File: config.mk
export PLATFORM = sky130hd
export DESIGN_NAME = mmcm_drp_reconfig_mc
export DESIGN_NICKNAME = d
export VERILOG_FILES = /design/src/rtl/mmcm_drp_reconfig_mc.sv
export SDC_FILE = /design/constraint.sdc
export NUM_CORES = 1
export LEC_CHECK = 0
export ABC_AREA = 0
export CAP_MARGIN = 30
export CORE_MARGIN = 2
export CORE_UTILIZATION = 49
export CTS_CLUSTER_DIAMETER = 50
export DETAILED_ROUTE_END_ITERATION = 10
export PLACE_DENSITY = 0.9
export SLEW_MARGIN = 5
export SYNTH_ARGS = -nofsm -noshare
export SYNTH_HDL_FRONTEND = slang
export SYNTH_SLANG_ARGS = --single-unit
File: constraint.sdc
create_clock -name clk -period 2.5 [get_ports clk]
set_input_delay 0.25 -clock clk [delete_from_list [all_inputs] [get_ports clk]]
set_output_delay 0.25 -clock clk [all_outputs]
set_load 0.01 [all_outputs]
File: src/rtl/mmcm_drp_reconfig_mc.sv
// Multi-channel MMCM/PLL DRP reconfiguration engine: ROM-driven read-modify-write with drdy/lock timeouts.
// Define MMCM_DRP_VERIFY_EN to add a read-back verify of every written DRP register (err_code 3 on mismatch).
module mmcm_drp_reconfig_mc #(
  parameter int NUM_CH       = 2,
  parameter int RSEL_WIDTH   = 2,
  parameter int CONFIG_COUNT = 23,
  parameter int ADDR_WIDTH   = $clog2(CONFIG_COUNT),
  parameter int DADDR_W      = 7,
  parameter int DRDY_TMO     = 1023,
  parameter int LOCK_TMO     = 65535,
  localparam int CH_W        = (NUM_CH > 1) ? $clog2(NUM_CH) : 1
) (
  input  logic                  clk,
  input  logic                  reset,
  output logic [RSEL_WIDTH-1:0] rom_sel,
  output logic [ADDR_WIDTH-1:0] rom_addr,
  input  logic [DADDR_W+31:0]   rom_data,
  input  logic [CH_W-1:0]       s_chan,
  input  logic [RSEL_WIDTH-1:0] s_baddr,
  input  logic [ADDR_WIDTH-1:0] s_count,
  input  logic                  s_valid,
  output logic                  s_ready,
  output logic                  done,
  output logic                  err,
  output logic [1:0]            err_code,
  input  logic [16*NUM_CH-1:0]  dout,
  input  logic [NUM_CH-1:0]     drdy,
  input  logic [NUM_CH-1:0]     locked,
  output logic [NUM_CH-1:0]     den,
  output logic                  dwe,
  output logic [DADDR_W-1:0]    daddr,
  output logic [15:0]           din,
  output logic [NUM_CH-1:0]     rst_mmcm
);
  localparam int TMR_MAX = (DRDY_TMO > LOCK_TMO) ? DRDY_TMO : LOCK_TMO;
  localparam int TMR_W   = $clog2(TMR_MAX + 1);
  localparam logic [TMR_W-1:0] DRDY_LOAD = TMR_W'(DRDY_TMO);
  localparam logic [TMR_W-1:0] LOCK_LOAD = TMR_W'(LOCK_TMO);
  localparam logic [1:0] ERR_DRDY = 2'd1;
  localparam logic [1:0] ERR_LOCK = 2'd2;
`ifdef MMCM_DRP_VERIFY_EN
  localparam logic [1:0] ERR_VERIFY = 2'd3;
`endif

  typedef enum logic [3:0] {
    INIT, WAIT_LOCK, IDLE, ADDRESS, WAIT_A_DRDY, BITMASK, BITSEL, WRITE, WAIT_DRDY,
`ifdef MMCM_DRP_VERIFY_EN
    VERIFY, WAIT_V_DRDY,
`endif
    RELOCK
  } state_t;

  state_t                state;
  logic [CH_W-1:0]       chan;
  logic [ADDR_WIDTH-1:0] cnt;
  logic [TMR_W-1:0]      tmr;
  logic                  rom_wait;
  logic [15:0]           rdata;
  logic [15:0]           dout_arr [NUM_CH];
  logic [15:0]           dout_ch;
  logic                  drdy_ch;
  logic [NUM_CH-1:0]     chan_oh;
  logic [31:0]           chan_ext;

  always_comb begin
    for (int i = 0; i < NUM_CH; i++) dout_arr[i] = dout[16*i +: 16];
  end

  assign dout_ch  = dout_arr[chan];
  // drdy only counts for the selected channel while its den is outstanding
  assign drdy_ch  = drdy[chan] & den[chan];
  assign chan_oh  = NUM_CH'(1) << chan;
  assign chan_ext = 32'(s_chan);

  always_ff @(posedge clk) begin
    if (reset) begin
      state    <= INIT;
      rst_mmcm <= '1;
      den      <= '0;
      dwe      <= 1'b0;
      s_ready  <= 1'b0;
      done     <= 1'b0;
      err      <= 1'b0;
      err_code <= 2'd0;
      daddr    <= '0;
      din      <= '0;
      rom_addr <= '0;
      rom_sel  <= '0;
      chan     <= '0;
      cnt      <= '0;
      tmr      <= '0;
      rom_wait <= 1'b0;
      rdata    <= '0;
    end else begin
      done <= 1'b0;
      case (state)
        INIT: begin
          rst_mmcm <= '0;
          tmr      <= LOCK_LOAD;
          state    <= WAIT_LOCK;
        end
        WAIT_LOCK: begin
          if (&locked) begin
            s_ready <= 1'b1;
            state   <= IDLE;
          end else if (tmr == '0) begin
            err      <= 1'b1;
            err_code <= ERR_LOCK;
            s_ready  <= 1'b1;
            state    <= IDLE;
          end else begin
            tmr <= tmr - TMR_W'(1);
          end
        end
        IDLE: begin
          if (s_valid && s_ready) begin
            err      <= 1'b0;
            err_code <= 2'd0;
            if (chan_ext >= 32'(NUM_CH)) begin
              err      <= 1'b1;
              err_code <= ERR_DRDY;
              done     <= 1'b1;
            end else begin
              chan           <= s_chan;
              rom_sel        <= s_baddr;
              rom_addr       <= '0;
              cnt            <= s_count;
              rst_mmcm[s_chan] <= 1'b1;
              // first ROM word needs an extra cycle after the bank/address change
              rom_wait       <= 1'b1;
              s_ready        <= 1'b0;
              state          <= ADDRESS;
            end
          end
        end
        ADDRESS: begin
          if (rom_wait) begin
            rom_wait <= 1'b0;
          end else begin
            daddr <= rom_data[DADDR_W+31:32];
            den   <= chan_oh;
            dwe   <= 1'b0;
            tmr   <= DRDY_LOAD;
            state <= WAIT_A_DRDY;
          end
        end
        BITMASK: begin
          din   <= rom_data[31:16] & rdata;
          state <= BITSEL;
        end
        BITSEL: begin
          din      <= din | rom_data[15:0];
          rom_addr <= rom_addr + ADDR_WIDTH'(1);
          state    <= WRITE;
        end
        WRITE: begin
          den   <= chan_oh;
          dwe   <= 1'b1;
          tmr   <= DRDY_LOAD;
          state <= WAIT_DRDY;
        end
`ifdef MMCM_DRP_VERIFY_EN
        VERIFY: begin
          den   <= chan_oh;
          dwe   <= 1'b0;
          tmr   <= DRDY_LOAD;
          state <= WAIT_V_DRDY;
        end
`endif
        WAIT_A_DRDY, WAIT_DRDY
`ifdef MMCM_DRP_VERIFY_EN
        , WAIT_V_DRDY
`endif
        : begin
          if (drdy_ch) begin
            den <= '0;
            dwe <= 1'b0;
            case (state)
              WAIT_A_DRDY: begin
                rdata <= dout_ch;
                state <= BITMASK;
              end
`ifdef MMCM_DRP_VERIFY_EN
              WAIT_DRDY: state <= VERIFY;
              default: begin
                if (dout_ch != din) begin
                  err      <= 1'b1;
                  err_code <= ERR_VERIFY;
                end
                if (cnt != '0) begin
                  cnt   <= cnt - ADDR_WIDTH'(1);
                  state <= ADDRESS;
                end else begin
                  rst_mmcm[chan] <= 1'b0;
                  tmr            <= LOCK_LOAD;
                  state          <= RELOCK;
                end
              end
`else
              default: begin
                if (cnt != '0) begin
                  cnt   <= cnt - ADDR_WIDTH'(1);
                  state <= ADDRESS;
                end else begin
                  rst_mmcm[chan] <= 1'b0;
                  tmr            <= LOCK_LOAD;
                  state          <= RELOCK;
                end
              end
`endif
            endcase
          end else if (tmr == '0) begin
            // abandon the request; the primitive is released without waiting for lock
            den            <= '0;
            dwe            <= 1'b0;
            err            <= 1'b1;
            err_code       <= ERR_DRDY;
            rst_mmcm[chan] <= 1'b0;
            done           <= 1'b1;
            s_ready        <= 1'b1;
            state          <= IDLE;
          end else begin
            tmr <= tmr - TMR_W'(1);
          end
        end
        RELOCK: begin
          if (locked[chan]) begin
            done    <= 1'b1;
            s_ready <= 1'b1;
            state   <= IDLE;
          end else if (tmr == '0) begin
            err      <= 1'b1;
            err_code <= ERR_LOCK;
            done     <= 1'b1;
            s_ready  <= 1'b1;
            state    <= IDLE;
          end else begin
            tmr <= tmr - TMR_W'(1);
          end
        end
        default: state <= INIT;
      endcase
    end
  end
endmodule
After elaboration in Yosys (flattened, before gate mapping)
Cells that the tools add are included.
- output and inout port bits: 40
- input port bits: 86
- register bits after elaboration: 83
- shift operators: 1
- equality and inequality tests: 22
- bitwise logic cells: 9
- reduce and logical (&&, ||, !) cells: 29
- muxes and demuxes: 86
- magnitude comparators: 6
- add/sub/neg operators: 3
- operator list (operator ; number):
    2-to-1 mux 16 bit ; 10
    one-hot mux 16 bit (6 select lines) ; 1
    2-to-1 mux 4 bit ; 9
    one-hot mux 4 bit (9 select lines) ; 1
    2-to-1 mux 5 bit ; 7
    one-hot mux 16 bit (2 select lines) ; 1
    2-to-1 mux 1 bit ; 30
    2-to-1 mux 2 bit ; 15
    AND reduction 6 bit ; 4
    != test 2 bit (second input constant) ; 10
    one-hot mux 5 bit (2 select lines) ; 2
    AND reduction 3 bit ; 6
    AND 16 bit ; 1
    == test 4 x 3 -> 1 bit (second input constant) ; 4
    zero test 16 bit ; 1
    OR 16 bit ; 1
    subtractor 16 x 1 -> 16 bit (second input constant) ; 1
    one-hot mux 2 bit (3 select lines) ; 2
    != test 3 bit (second input constant) ; 3
    == test 4 x 2 -> 1 bit (second input constant) ; 2
    == test 4 bit (second input constant) ; 2
    one-hot mux 1 bit (4 select lines) ; 2
    one-hot mux 2 bit (4 select lines) ; 1
    nonzero test 2 bit ; 4
    other kinds (27) ; 36

Logic depth before layout (Yosys ltp)
Gate-level depths: netlist (run 1).
- word-level depth: 10
- gate-level depth with buffers: 8

Worst setup path after synthesis (run 1)
No wires, ideal clock.
- kind: register to register
- start: reg tmr[0]
- end: reg tmr[4]
- arrival time: 1.765 ns
- library setup time: 0.115 ns
- cell stages (with the launch flop): 8
- setup slack: 0.621 ns
- path buffers: 0
- cell sequence: dfxtp_1 -> inv_1 -> ha_1 -> nor4b_1 -> nand4_1 -> and4_1 -> o211a_1 -> o21a_1
- cells in the longest elaborated chain, start to end: 4
- ends and longest elaborated chain (what ; line ; text):
    from (decl) ; 56 ; logic [TMR_W-1:0] tmr;
    from (signal assigned) ; 112 ; tmr <= tmr - TMR_W'(1);
    from (signal assigned) ; 223 ; tmr <= tmr - TMR_W'(1);
    from (signal assigned) ; 238 ; tmr <= tmr - TMR_W'(1);
    subtractor 16 x 1 -> 16 bit or zero test 16 bit (tied branches) ; n/a ;
    2-to-1 mux 16 bit (*) ; 106, 212, 231 ;
    2-to-1 mux 16 bit, on equally long branches ; 227, 103, 175 ;
    one-hot mux 16 bit (6 select lines) (*) ; 96 ; case (state)
Mark *: on every way between the ends. The rest lies on a longest branch, timed or not. The select of a mux whose other input is x is not followed.
A chain may end at the register's enable or synchronous reset.

Worst setup path after layout (run 1)
- start: reg state[3]
- end: reg tmr[12]
- cells in the longest elaborated chain, start to end: 4
- ends and longest elaborated chain (what ; line ; text):
    from (decl) ; 53 ; state_t state;
    from (signal assigned) ; 77 ; state <= INIT;
    from (signal assigned) ; 100 ; state <= WAIT_LOCK;
    from (signal assigned) ; 105 ; state <= IDLE;
    == test 4 x 3 -> 1 bit or == test 4 bit (tied branches) ; 96, 178 ;
    OR reduction 2 bit ; 96 ;
    nonzero test 6 bit (no source line) or != test 3 bit (tied branches) ; n/a ;
    AND reduction 6 bit (no source line) ; n/a ;
Several ways; a longest one is shown, not always the timed one.

==> key figures, run 1 <==
CTS
  • H-Tree Depth: 3
  • CTS buffer count: 9
  • CTS tree: built
  • CTS Sinks: between 80 and 90
  • Root Buffer: clkbuf_8
  • Hold Buf Count CTS: 0
  • Postcts setup bufs: 0
  • Worst-Skew Late Latency: 0.36 ns
  • Clock Path Buffers: 2
  • CTS clk-pin slew, worst paths: 0.09 ns

Global routing
  • Total grt overflow: 0
  • Global-route wire length before repair: 21,900 um
  • Antenna violations before repair: 0
  • Global router's overall resource usage: 26.8%
  • Vias in the first global route: 4,535
  • Largest net degree at the start of global routing: 36

Floorplanning
  • Row cnt: 35
  • Chip Height: 101 um
  • Chip width: 101 um
  • Starting density of the core: 50.0%
  • Number of I/O pins: 126
  • Core area: 9150 um2
  • Die area: 10,100 um2

Power
  • Combinational power share: 19.6%
  • Power density cells: approximately 530 nW/um2
  • Sequential share of power: around 46%
  • Internal power: 0.00228 W
  • Clk pwr share: 34.2%
  • P_sw: 0.000934 W
  • VDD IR max: approximately 350 uV
  • Sw frac: between 20 and 30%
  • Leak: 2.09 nW

Synth
  • Synth cell types: 74
  • Seq/Total Area, Yosys: 36.3%
  • Number of flops mapped to enable cells by yosys: 0
  • Async set-reset flop share out of synthesis: 0%
  • Post-synth top flop: dfxtp_1
  • Cell Area, Synth: between 4000 and 5000 um2
  • Syn Area/Cell: 8.45 um2
  • YS warnings: 0
  • Syn nets: between 600 and 700
  • Seq cells post-synth: 83
  • Post-synthesis cell count: 541

Outcome
  • Run status: complete, no violations

Placed design
  • Port bufs: 125
  • Worst slack at placement: ~0.19 ns
  • HPWL Detailed: between 9000 and 10,000 um
  • Placed Instance Area: about 6000 um2
  • Placer Congestion: roughly 0.91

STA
  • Worst Max-Slew Pin Slew: 0.641 ns
  • Final setup TNS: 0 ns
  • Min Hold Slack: 0.397 ns
  • Final Hold Fails: 0
  • Fmax: 435 MHz
  • Slew HR: 57.3%
  • Final setup viols: 0
  • Crit path time final: 2.30 ns
  • Crit share post-route: 91.9%
  • Setup ws final: 0.202 ns
  • Setup repair after global routing missed its margin: false
  • Max-slew violations: 0
  • Setup Skew: roughly 0.015 ns

Setup path
  • CP max-delay cell: dfxtp_1
  • Worst EP required: 2.77 ns
  • CP startpoint kind: register
  • CP bufs+invs: 1
  • Critical path class: reg -> reg
  • Crit-path cells: buf_4 > nor2_1 > or2_2 > a21oi_1 > o21ai_0 > a221oi_2
  • Crit path max fanout: 12
  • Worst EP arrival: between 2 and 3 ns
  • Worst path top cell family by delay: compound AO/OA/AOI/OAI gates
  • CP Capture Type: register
  • Peak per-stage delay on the critical path: approximately 0.55 ns

Route
  • Drt first pass iters: 6
  • Drt total wl: 13,800 um
  • Residual DRC: 0
  • Post-DRT Antenna Nets: 0
  • Routed WL per cell: 17.9 um
  • Via/cell ratio: 6.07
  • Vias after detailed routing: 4,684
  • Initial DRC Count: 279

Cells and area
  • P&R area growth vs syn: 34.0%
  • Share of cells above drive strength 1: 9.38%
  • Final design utilization: about two thirds
  • Antenna cells: 0
  • Final Instance Area: 6130 um2
  • Nets@finish: 746

Flow run
  • Max Cap Viol: 0

Worst hold path
  • HP Class: in -> reg
[worst paths after layout]
check / endpoint / from / cells past startpoint / slack, ns
setup reg to reg: tmr[12] / state[3] / 6 / 0.20
hold / removal: dwe / reset / 2 / 0.40
hold reg to reg: rom_sel[1] / rom_sel[1] / 2 / 0.47
setup / recovery: tmr[12] / state[3] / 6 / 0.20
[cell type report]
class,count,area (um2)
repair buffers,141,1380
fillers,692,3030
inverters,32,120
clock buffers,9,124
flip-flops and latches,83,1660
well taps,111,139
multi-input cells,389,2600
clock inverters,7,98.8
[through the flow]
step	total power, W	instances
CTS	0.00321	772
global placement	0.00210	756
global route	0.00333	772
finish	0.00322	772
detailed placement	0.00213	756
floorplan	0.00186	541
[flip-flops by register name, indices dropped and copies added, names as in the netlist, 4 cells and up]
name,cells
din,16
rdata,16
tmr,16
daddr,7
cnt,5
rom_addr,5
state,4
[power by group through the flow]
stage	registers (W)	clock network, W	logic (W)
2_1_floorplan	0.00148	0	0.000376
3_3_place_gp	0.00151	0	0.000599
3_5_place_dp	0.00151	0	0.000618
4_1_cts	0.00148	0.00111	0.000623
5_1_grt	0.00149	0.00116	0.000681
6_report	0.00149	0.00110	0.000631
[logic make-up (layout without fill, tap and decap cells)]
family,Yosys count,after routing,synth area share [%]
AOI/OAI and AO/OA,169,169,26.6
xor gates and xnor gates,1,1,0.192
adders and majority gates,4,4,1.09
buffers and inverters,69,189,6.81
DFF,83,83,36.3
muxes,26,26,5.72
and+or+nand+nor,189,189,23.2
[what timing repair did]
item                                   CTS  global route
endpoints found under the hold margin    0             0
resized for setup                        0             1
setup endpoints to repair                0             9
[cell usage after synthesis (3+ instances only)]
cell      instances  area share (%)
a211oi_1         19             3.1
a21oi_1          35             3.8
a221oi_1         20             3.8
a31oi_1           7            0.96
and2_1            5            0.68
and3_1            9             1.2
buf_2            12             1.3
buf_4             6            0.98
clkbuf_1         16             1.3
dfxtp_1          83              36
ha_1              4             1.1
inv_1            32             2.6
mux2i_1          25             5.5
nand2_1          43             3.5
nand2b_1          6            0.82
nand3_1           7            0.77
nand3b_1          5            0.82
nand4_1           3            0.41
nor2_1           51             4.2
nor2b_1           4            0.55
nor3_1           15             1.6
nor4_1           10             1.4
o211ai_1         10             1.6
o21a_1            5            0.82
o21ai_0          32             3.5
o41ai_1           4            0.77
or3_1             9             1.2
[routing by layer]
layer  track usage (%)  share of wire (%)  vias up
met5                 0                  0        -
met1              33.1                 41     2228
li1                  -                  -     2246
met4              10.5                2.4        0
met2              46.4                 52      180
met3              4.65                5.1       30
[placed cells by master (no fill, tap or decap), types with 19 or more instances in the layout]
cell type / Yosys / layout
nand2_1: 43 / 43
nor2_1: 51 / 50
mux2i_1: 25 / 25
clkdlybuf4s50_1: 0 / 124
o21ai_0: 32 / 32
inv_1: 32 / 32
a21oi_1: 35 / 35
a211oi_1: 19 / 19
a221oi_1: 20 / 20
dfxtp_1: 83 / 82
Power figures use the tool's default switching activity.
==> run 2: changes to the inputs <==
HOLD_SLACK_MARGIN = 0.08   (was unset)
==> results of run 2 <==
Final layout, timing and power as in run 1 (identical DEF).
==> run 3: changes to the inputs <==
CAP_MARGIN = 25   (was 30)
==> results of run 3 <==
Final layout, timing and power as in run 1 (identical DEF).
